==> src/rtl/mac_vector_feeder_if.sv <==
// Host-side bus of mac_vector_feeder: bank write port,
// run control and the valid/ready result port.
interface mac_vector_feeder_if #(
    parameter int N  = 8,
    parameter int L  = 8,
    parameter int AW = $clog2(L)
) ();
    logic                  wr_en;
    logic                  wr_sel;
    logic [AW-1:0]         wr_addr;
    logic signed [N-1:0]   wr_data;
    logic                  start;
    logic [AW:0]           len;
    logic                  busy;
    logic                  res_valid;
    logic                  res_ready;
    logic signed [2*N-1:0] res_data;

    modport master (
        output wr_en, wr_sel, wr_addr, wr_data,
        output start, len, res_ready,
        input  busy, res_valid, res_data
    );

    modport slave (
        input  wr_en, wr_sel, wr_addr, wr_data,
        input  start, len, res_ready,
        output busy, res_valid, res_data
    );
endinterface

==> src/rtl/mac_vector_feeder.sv <==
// Streams (W[i], X[i]) pairs from two local banks into an
// external MAC and returns the accumulated dot product.
module mac_vector_feeder #(
    parameter int N  = 8,
    parameter int L  = 8,
    parameter int AW = $clog2(L)
) (
    input  logic                  clk,
    input  logic                  rst,
    mac_vector_feeder_if.slave    bus,
    output logic                  mac_clr,
    output logic                  mac_en,
    output logic signed [N-1:0]   mac_w,
    output logic signed [N-1:0]   mac_x,
    input  logic signed [2*N-1:0] mac_acc
);
    localparam int CW = AW + 1;
    localparam logic [CW-1:0] LMAX = CW'(L);

    typedef enum logic [2:0] {
        IDLE,
        CLEAR,
        STREAM,
        DRAIN,
        RESULT
    } state_t;

    state_t                state;
    logic [CW-1:0]         cnt_max;
    logic [CW-1:0]         idx;
    logic                  busy;
    logic                  res_valid;
    logic signed [2*N-1:0] res_data;

    logic signed [N-1:0] w_bank [L];
    logic signed [N-1:0] x_bank [L];

    logic          wr_ok;
    logic [AW-1:0] rd_addr;

    assign wr_ok   = bus.wr_en && !busy && (int'(bus.wr_addr) < L);
    assign rd_addr = idx[AW-1:0];

    assign bus.busy      = busy;
    assign bus.res_valid = res_valid;
    assign bus.res_data  = res_data;

    // Bank storage: writes accepted only while no run is in flight
    always_ff @(posedge clk or posedge rst) begin
        if (rst) begin
            for (int i = 0; i < L; i++) begin
                w_bank[i] <= '0;
                x_bank[i] <= '0;
            end
        end else if (wr_ok) begin
            if (bus.wr_sel)
                x_bank[bus.wr_addr] <= bus.wr_data;
            else
                w_bank[bus.wr_addr] <= bus.wr_data;
        end
    end

    // Run sequencer; idx always points at the next pair to issue
    always_ff @(posedge clk or posedge rst) begin
        if (rst) begin
            state     <= IDLE;
            cnt_max   <= '0;
            idx       <= '0;
            busy      <= 1'b0;
            mac_clr   <= 1'b0;
            mac_en    <= 1'b0;
            mac_w     <= '0;
            mac_x     <= '0;
            res_valid <= 1'b0;
            res_data  <= '0;
        end else begin
            unique case (state)
                IDLE: begin
                    if (bus.start) begin
                        cnt_max <= (bus.len > LMAX) ? LMAX : bus.len;
                        idx     <= '0;
                        busy    <= 1'b1;
                        mac_clr <= 1'b1;
                        state   <= CLEAR;
                    end
                end
                CLEAR: begin
                    mac_clr <= 1'b0;
                    if (cnt_max == '0) begin
                        state <= DRAIN;
                    end else begin
                        mac_en <= 1'b1;
                        mac_w  <= w_bank[0];
                        mac_x  <= x_bank[0];
                        idx    <= CW'(1);
                        state  <= STREAM;
                    end
                end
                STREAM: begin
                    if (idx == cnt_max) begin
                        mac_en <= 1'b0;
                        mac_w  <= '0;
                        mac_x  <= '0;
                        state  <= DRAIN;
                    end else begin
                        mac_w <= w_bank[rd_addr];
                        mac_x <= x_bank[rd_addr];
                        idx   <= idx + CW'(1);
                    end
                end
                DRAIN: begin
                    res_data  <= mac_acc;
                    res_valid <= 1'b1;
                    state     <= RESULT;
                end
                RESULT: begin
                    if (bus.res_ready) begin
                        res_valid <= 1'b0;
                        busy      <= 1'b0;
                        state     <= IDLE;
                    end
                end
                default: begin
                    state <= IDLE;
                end
            endcase
        end
    end
endmodule

==> src/flat_wrapper.sv <==
// flat-port wrapper written by rule: the top's interface ports become plain ports
module mac_vector_feeder_flat 
#(
    parameter int N  = 8,
    parameter int L  = 8,
    parameter int AW = $clog2(L)
)
  (clk, rst, mac_clr, mac_en, mac_w, mac_x, mac_acc, bus_wr_en, bus_wr_sel, bus_wr_addr, bus_wr_data, bus_start, bus_len, bus_res_ready, bus_busy, bus_res_valid, bus_res_data);
  mac_vector_feeder_if #(.N(N), .L(L), .AW(AW)) bus_i ();
  input  logic clk;
  input  logic rst;
  output logic mac_clr;
  output logic mac_en;
  output logic signed [N-1:0] mac_w;
  output logic signed [N-1:0] mac_x;
  input  logic signed [2*N-1:0] mac_acc;
  input wire logic [$bits(bus_i.wr_en)-1:0] bus_wr_en;
  input wire logic [$bits(bus_i.wr_sel)-1:0] bus_wr_sel;
  input wire logic [$bits(bus_i.wr_addr)-1:0] bus_wr_addr;
  input wire logic [$bits(bus_i.wr_data)-1:0] bus_wr_data;
  input wire logic [$bits(bus_i.start)-1:0] bus_start;
  input wire logic [$bits(bus_i.len)-1:0] bus_len;
  input wire logic [$bits(bus_i.res_ready)-1:0] bus_res_ready;
  output wire logic [$bits(bus_i.busy)-1:0] bus_busy;
  output wire logic [$bits(bus_i.res_valid)-1:0] bus_res_valid;
  output wire logic [$bits(bus_i.res_data)-1:0] bus_res_data;
  assign bus_i.wr_en = bus_wr_en;
  assign bus_i.wr_sel = bus_wr_sel;
  assign bus_i.wr_addr = bus_wr_addr;
  assign bus_i.wr_data = bus_wr_data;
  assign bus_i.start = bus_start;
  assign bus_i.len = bus_len;
  assign bus_i.res_ready = bus_res_ready;
  assign bus_busy = bus_i.busy;
  assign bus_res_valid = bus_i.res_valid;
  assign bus_res_data = bus_i.res_data;
  mac_vector_feeder #(.N(N), .L(L), .AW(AW)) u_core (.clk(clk), .rst(rst), .bus(bus_i), .mac_clr(mac_clr), .mac_en(mac_en), .mac_w(mac_w), .mac_x(mac_x), .mac_acc(mac_acc));
endmodule
==> config.mk <==
export PLATFORM = sky130hd
export DESIGN_NAME = mac_vector_feeder_flat
export DESIGN_NICKNAME = d
export VERILOG_FILES = /design/src/rtl/mac_vector_feeder_if.sv /design/src/rtl/mac_vector_feeder.sv /design/src/flat_wrapper.sv
export SDC_FILE = /design/constraint.sdc
export NUM_CORES = 1
export LEC_CHECK = 0
export CORE_UTILIZATION = 52
export DETAILED_ROUTE_END_ITERATION = 10
export GPL_ROUTABILITY_DRIVEN = 0
export PLACE_DENSITY = 0.87
export SETUP_SLACK_MARGIN = 0.1
export SLEW_MARGIN = 20
export SYNTH_ARGS = -nofsm -noshare
export SYNTH_HDL_FRONTEND = slang
export SYNTH_SLANG_ARGS = --single-unit
==> constraint.sdc <==
create_clock -name clk -period 6.3 [get_ports clk]
set_input_delay 1.26 -clock clk [delete_from_list [all_inputs] [get_ports clk]]
set_output_delay 1.26 -clock clk [all_outputs]
set_load 0.01 [all_outputs]
-- Yosys cells after proc, flatten, opt, wreduce, memory -nomap -nowiden
Index checks and enable logic that the tools add are counted.
- flip-flop bits (word level): 175
- bits of input ports: 37
- output and inout bits: 36
- logic and storage cells: 98
- add/subtract/negate cells: 1
- order comparisons: 4
- equal/unequal tests: 10
- multiplexer cells: 34
- bitwise logic cells: 3
- reductions and logical operators: 20
- operators by type and width (cell ; count):
    $bwmux W64 ; 2
    $mux W8 ; 9
    $bmux W8 S3 ; 2
    $pmux W8 S2 ; 2
    $demux W8 S3 ; 1
    $mux W4 ; 4
    $pmux W3 S5 ; 1
    $pmux W4 S3 ; 1
    $reduce_and A2 Y1 ; 6
    $mux W3 ; 3
    $reduce_and A3 Y1 ; 3
    $ge A4 B4 Y1 const B ; 2
    $ne A2 B2 Y1 const B ; 4
    $not A3 Y4 ; 2
    $pmux W1 S2 ; 4
    $reduce_bool A2 Y1 ; 4
    $eq A3 B2 Y1 const B ; 2
    $mux W1 ; 5
    $add A4 B1 Y4 const B ; 1
    $eq A4 B4 Y1 ; 1
    $gt A4 B4 Y1 const B ; 1
    $logic_not A4 Y1 ; 1
    $lt A4 B1 Y1 const B ; 1
    $reduce_and A4 Y1 ; 1
    8 further kinds ; 9

-- Logic depth before layout (Yosys ltp)
Gate-level depths: netlist of run 1.
- word-level depth: 6
- depth in mapped cells: 7
- gate-level depth less buffers: 4

-- Worst setup path after synthesis of run 1
OpenSTA, ideal clock, no wires.
- path kind: input to register
- from: input bus_wr_addr[0]
- to: register u_core.x_bank[10] (netlist name)
- library setup time: 0.125 ns
- arrival: 2.341 ns
- slack: 3.834 ns
- cell stages on the path: 4
- cells stage by stage: and4bb_1 > and3_1 > clkbuf_1 > mux2_2
- longest elaborated chain between the ends: 6
- elaborated cells on any way between the ends: 7
- RTL lines (item ; line ; RTL):
    from (decl) ; flat_wrapper.sv:19 ; input wire logic [$bits(bus_i.wr_addr)-1:0] bus_wr_addr;
    $not A3 Y4 (not written as such) * ; mac_vector_feeder.sv:57 ; x_bank[bus.wr_addr] <= bus.wr_data;
    $ge A4 B4 Y1 (not written as such) / $lt A4 B1 Y1 (equally long branches) ; mac_vector_feeder.sv:57 ;
    $logic_and A1 B1 Y1 (not written as such) ; mac_vector_feeder.sv:57 ;
    $mux W8 (not written as such) ; mac_vector_feeder.sv:57 ;
    $demux W8 S3 * ; mac_vector_feeder.sv:57 ;
    $bwmux W64 * ; mac_vector_feeder.sv:57 ;
    to (signal, indexed assignment) ; mac_vector_feeder.sv:57 ;
    to (decl) ; mac_vector_feeder.sv:36 ; logic signed [N-1:0] x_bank [L];
Every way passes the cells marked *; elsewhere a longest branch is shown, timed or not.
A chain may end at the register's enable or synchronous reset.

-- Worst setup path after layout of run 1
- from: input bus_wr_sel
- to: register u_core.w_bank[2] (netlist name)
- longest elaborated chain between the ends: 2
- RTL lines (item ; line ; RTL):
    from (decl) ; flat_wrapper.sv:18 ; input wire logic [$bits(bus_i.wr_sel)-1:0] bus_wr_sel;
    $not A1 Y1 (no line) ; - ;
    $reduce_and A2 Y1 (no line) ; - ;
    to (signal, indexed assignment) ; mac_vector_feeder.sv:59 ; w_bank[bus.wr_addr] <= bus.wr_data;
    to (decl) ; mac_vector_feeder.sv:35 ; logic signed [N-1:0] w_bank [L];
Every way passes these cells.

==> results.sh, run 1 <==
export IMPL_leakagePower_nw=4.36
export IMPL_worstPathArrival_ns=3.26
export IMPL_clkLatencyLatePin_ns=0.42
export IMPL_tns_ns=0
export IMPL_synthCells=539
export IMPL_yosys_area_share_simple_pct=4.14
export IMPL_avgRoutedWirePerCell_um=22.5
export IMPL_ys_seq_elements=175
export IMPL_first_pass_iters=4
export IMPL_yosysMostFrequentCell="dfrtp_1"
export IMPL_ys_async_sr_fraction_pct=100
export IMPL_syn_nets=577
export IMPL_avgSynthCellArea_um2=14.9
export IMPL_clock_path_buffers=2
export IMPL_hpwlAfterDp_mm=11.2
export IMPL_setup_violations_final=0
export IMPL_netlist_area_um2=8030
export IMPL_maxCapViolCount=0
export IMPL_fillers=1074
export IMPL_start_kind="primary input"
export IMPL_ctsResizeCount=0
export IMPL_ys_top_cells_by_area="dfrtp_1 (55%), mux2_2 (23%), mux4_1 (5.9%), mux4_2 (3.9%), a21oi_1 (2.1%)"
export IMPL_drv_slew=0
export IMPL_period_needed_ns=2.96
export IMPL_synth_fa_ha_area_share_pct=0.156
export IMPL_core_area_um2=15100
export IMPL_powerDensity_nw_per_um2=436
export IMPL_gr_total_overflow=0
export IMPL_die_area_um2=15900
export IMPL_numClockSinks=175
export IMPL_irDropWorstVdd_uv=251
export IMPL_cts_tree="built"
export IMPL_grt_use_total_pct=23.7
export IMPL_grt_pass1_wl_mm=28.3
export IMPL_area_delta_synth_final_pct=18.3
export IMPL_ant_nets=0
export IMPL_synth_main_ff_cell="dfrtp_1"
export IMPL_die_w_um=126
export IMPL_route_detailed_drc=0
export IMPL_num_antenna_cells=0
export IMPL_synthMuxAreaShare_pct=32.8
export IMPL_min_period_over_period_pct=47.0
export IMPL_path_clk_slew_ns=0.07
export IMPL_rsz0062_at_grt="false"
export IMPL_ys_seq_area_share_pct=54.5
export IMPL_cts_htree_levels=4
export IMPL_port_buffers=72
export IMPL_boundaryPins=73
export IMPL_fmax_mhz=338
export IMPL_relSlewSlack_pct=36.1
export IMPL_ys_types=49
export IMPL_viasPerCell=6.21
export IMPL_synthXorXnorAreaFrac_pct=0.530
export IMPL_post_cts_buffers=0
export IMPL_grt_pass1_vias=5223
export IMPL_drt_initial_drc_count=396
export IMPL_end_kind="flop"
export IMPL_die_y_um=126
export IMPL_vias=4972
export IMPL_drive_gt1_share_pct=36.2
export IMPL_synth_common_cells="dfrtp_1 (175), mux2_2 (163), a21oi_1 (34)"
export IMPL_rows=45
export IMPL_synth_top_family_by_area="multiplexers"
export IMPL_tightest_slew_ns=0.958
export IMPL_hold_viol=0
export IMPL_worst_ep_required_time_ns=6.60
export IMPL_cp_max_fo=8
export IMPL_cts_hold_buffers_added=0
export IMPL_initial_core_util_pct=53.0
export IMPL_root_buffer="clkbuf_16"
export IMPL_hp_class="reg -> reg"
export IMPL_fin_util_pct=62.7
export IMPL_synth_compound_area_share_pct=5.53
export IMPL_synth_top_area_share_pct=54.5
export IMPL_yosysTopAreaCell="dfrtp_1"
export IMPL_nets=638
export IMPL_antenna_found_initial=1
export IMPL_ys_warn_count=0
export IMPL_crit_type="in -> reg"
export IMPL_status="completed"
export IMPL_grt_max_degree=80
export IMPL_wl_mm=18.0
export IMPL_cts_buffers=17
export IMPL_skew_ns=0.00974
export IMPL_synth_edf_count=0
## cells in the final DEF, fill, tap and decap left out, types with 2 or more instances in the layout
cell type and instances:
xnor2_1 3, clkinv_2 3, mux4_1 18, and4_1 2, inv_1 2, a22oi_1 15, inv_6 2, a211oi_1 2
a21oi_1 34, nor2b_1 10, mux2_2 163, nand2_1 17, clkinv_4 2, nor2_1 9, mux4_2 14, nand3b_1 3
o21ai_0 4, clkinvlp_4 3, dfrtp_1 173, buf_4 3, and4bb_1 2, clkbuf_16 17, nand2b_1 3, a211o_1 2
clkdlybuf4s50_1 72, bufinv_16 5
## sequential cells by signal, indices dropped and copies added, names as in the netlist, 3 cells and up
name,flops
u_core.state,3
u_core.w_bank,64
u_core.mac_x,8
u_core.x_bank,64
u_core.cnt_max,4
u_core.bus.res_data,16
u_core.idx,4
u_core.mac_w,8
## cell families (layout without fill, tap and decap cells)
group,Yosys count,after routing
XOR/XNOR,4,4
buffers and inverters,38,112
adder cells (fa/ha/maj),1,1
multiplexers,196,196
AO/OA/AOI/OAI,68,68
flip-flops,175,175
AND/OR/NAND/NOR,57,57
## critical path: stages
cell and delay (ns):
clkdlybuf4s50_1 0.47, and4bb_1 0.39, nor2b_1 0.71, mux2_2 0.43
## stage by stage
stage	hold WS (ns)	setup WS (ns)	area [um^2]	total power [W]	instances
after floorplan	0.470	0.295	8030	0.00251	539
after global placement	0.479	3.07	8850	0.00292	769
after detailed placement	0.486	3.00	8850	0.00299	769
after CTS	0.504	3.37	9490	0.00415	801
after global routing	0.516	3.30	9500	0.00433	801
final	0.500	3.34	9500	0.00414	801
## path summary, 6_finish.rpt
check / endpoint / startpoint / cells past startpoint / slack (ns)
max: u_core.w_bank[2] / bus_wr_sel / 4 / 3.34
min: u_core.w_bank[35] / u_core.w_bank[35] / 1 / 0.50
max reg2reg: u_core.idx[0] / u_core.idx[2] / 4 / 3.87
min reg2reg: u_core.w_bank[35] / u_core.w_bank[35] / 1 / 0.50
max in group asynchronous: u_core.w_bank[45] / rst / 3 / 3.71
min in group asynchronous: u_core.cnt_max[2] / rst / 2 / 1.25
## per-layer routing
layer  GRT usage (%)  vias to the layer above  routed length [um]
met1            30.9                     2595                7650
met3            5.35                       23                1100
met2            39.7                      205                9050
met4            7.16                        0                 223
met5               0                        -                   0
li1                -                     2149                   -
## power breakdown
part	leakage [nW]	internal (W)	switching [W]
Sequential	2.31	0.00143	0.000278
Combinational	1.75	0.000712	0.000577
Clock	0.306	0.000704	0.000436
## area by class of cell
cell class | instances | area (um^2) | share of cell area (%)
Multi-Input combinational cell | 326 | 3470 | 36.5
Clock inverter | 14 | 214 | 2.25
Inverter | 5 | 23.8 | 0.250
Clock buffer | 18 | 429 | 4.52
Tap cell | 188 | 235 | 2.48
Sequential cell | 175 | 4380 | 46.2
Timing Repair Buffer | 75 | 743 | 7.82
No activity file was read; power rests on OpenSTA's default activity.
==> run 2, diff against run 1 <==
- clock period: 6.3 -> 2.64 ns (I/O delays scaled with it)
==> results.sh, run 2 (synthesized netlist as in run 1, its figures left out) <==
export IMPL_post_cts_buffers=0
export IMPL_cp_max_fo=21
export IMPL_fmax_mhz=460
export IMPL_powerDensity_nw_per_um2=1020
export IMPL_path_clk_slew_ns=0.07
export IMPL_drt_initial_drc_count=333
export IMPL_drv_slew=0
export IMPL_p_int_w=0.00666
export IMPL_hp_class="reg -> reg"
export IMPL_first_pass_iters=5
export IMPL_swShare_pct=31.7
export IMPL_critical_path_max_stage_delay_ns=0.60
export IMPL_relSlewSlack_pct=50.5
export IMPL_whs_endpoint="u_core.x_bank[49]"
export IMPL_vias=4960
export IMPL_worstPathArrival_ns=2.52
export IMPL_antenna_found_initial=0
export IMPL_worst_ep_required_time_ns=2.99
export IMPL_grt_pass1_vias=5242
export IMPL_drive_gt1_share_pct=37.0
export IMPL_cts_htree_levels=4
export IMPL_wl_mm=17.7
export IMPL_r2r_setup_slack_ns=0.47
export IMPL_cp_startpoint="u_core.state[1]"
export IMPL_worst_r2r_endpoint="u_core.mac_x[5]"
export IMPL_viasPerCell=6.12
export IMPL_r2r_start="u_core.state[1]"
export IMPL_avgRoutedWirePerCell_um=21.8
export IMPL_min_period_over_period_pct=82.3
export IMPL_grt_max_degree=138
export IMPL_core_area_um2=15100
export IMPL_whs_path_depth=1
export IMPL_die_w_um=126
export IMPL_ctsResizeCount=0
export IMPL_register_area_um2=4380
export IMPL_initial_core_util_pct=53.0
export IMPL_rows=45
export IMPL_ant_nets=0
export IMPL_comb_power_share_pct=34.2
export IMPL_maxCapViolCount=0
export IMPL_tightest_slew_ns=0.740
export IMPL_grt_pass1_wl_mm=28.8
export IMPL_cts_hold_buffers_added=0
export IMPL_crit_chain="or3b_4 -> a41oi_4 -> a22oi_1 -> a21oi_1"
export IMPL_fillers=1070
export IMPL_sequentialPowerShare_pct=39.9
export IMPL_final_common_cell="dfrtp_1"
export IMPL_layout_common_cells="dfrtp_1 (174), mux2_2 (163), clkdlybuf4s50_1 (72)"
export IMPL_hpwlAfterDp_mm=11.2
export IMPL_cp_slowest_cell="a41oi_4"
export IMPL_clock_path_buffers=2
export IMPL_r2r_cells=4
export IMPL_crit_type="reg -> reg"
export IMPL_min_from="u_core.x_bank[49]"
export IMPL_irDropWorstVdd_uv=705
export IMPL_power_frac_clock_pct=26.0
export IMPL_skew_ns=0.0112
export IMPL_cts_buffers=17
export IMPL_power_switching_w=0.00309
export IMPL_die_area_um2=15900
export IMPL_rsz0062_at_grt="false"
export IMPL_root_buffer="clkbuf_16"
export IMPL_port_buffers=72
export IMPL_die_y_um=126
export IMPL_route_detailed_drc=0
export IMPL_boundaryPins=73
export IMPL_p_total_w=0.00975
export IMPL_leakagePower_nw=4.40
export IMPL_reg_largest_list="u_core.w_bank x64, u_core.x_bank x64, u_core.bus.res_data x16"
export IMPL_numClockSinks=175
export IMPL_period_needed_ns=2.17
export IMPL_clkLatencyLatePin_ns=0.43
export IMPL_area_delta_synth_final_pct=18.9
export IMPL_grt_use_total_pct=24.2
export IMPL_multi_input_area_um2=3470
export IMPL_start_kind="flop"
export IMPL_setup_violations_final=0
export IMPL_status="completed"
export IMPL_gr_total_overflow=0
export IMPL_hold_viol=0
export IMPL_cts_tree="built"
export IMPL_end_kind="flop"
export IMPL_hold_ws_ns=0.503
export IMPL_nets=648
-- run 2: changes by cell type in the layout (fill, tap and decap cells not counted) --
cell       delta
diode_2       +1
clkinv_4      +1
buf_4         +8
bufinv_16     -2
dfrtp_4       -1
dfrtp_1       +1
buf_12        +2
-- run 2: power by group through the flow --
stage	registers, W	logic [W]	clock network (W)
finish	0.00389	0.00333	0.00253
global route	0.00397	0.00360	0.00268
CTS	0.00388	0.00335	0.00256
detailed placement	0.00391	0.00331	0
global placement	0.00385	0.00319	0
floorplan	0.00389	0.00210	0
-- run 2: cell type report --
class,instances,share of cell area (%)
well taps,188,2.46
multi-input cells,326,36.3
repair buffers,85,8.83
inverters,5,0.236
clock buffers,18,4.50
clock inverters,13,1.72
flip-flops and latches,175,45.9
diodes,1,0.0262
-- run 2: metrics by stage --
| step | instances | util, % | setup TNS [ns] | worst slack [ns] | instance area (um^2) |
|---|---|---|---|---|---|
| finish | 811 | 63.0 | 0 | 0.466 | 9550 |
| global route | 810 | 63.0 | 0 | 0.376 | 9540 |
| CTS | 810 | 63.0 | 0 | 0.487 | 9540 |
| detailed placement | 779 | 59.1 | 0 | 0.298 | 8950 |
| global placement | 779 | 59.1 | 0 | 0.353 | 8950 |
| floorplan | 539 | - | -22.16 | -0.127 | 8040 |
-- run 2: worst max-delay path, delay by kind of cell, from the launching register on --
kind | cells | cell delay [ns]
DFF | 1 | 0.51
and+or+nand+nor | 1 | 0.58
AOI/OAI and AO/OA | 3 | 1.01
-- run 2: metal layers --
metal  up-vias  wire length (um)  track usage [%]
met1      2596              7570             32.7
met5         -                 0                0
met2       167              9050             39.6
li1       2179                 -                -
met4         0               208             7.02
met3        18               886             5.23
-- run 2: how the worst max path moves through the flow --
stage                                   end  cells past startpoint
after floorplan             u_core.bus.busy                      1
after global placement    u_core.w_bank[43]                      4
after detailed placement  u_core.w_bank[58]                      4
after CTS                   u_core.mac_x[5]                      4
after global routing        u_core.mac_x[5]                      4
final                       u_core.mac_x[5]                      4
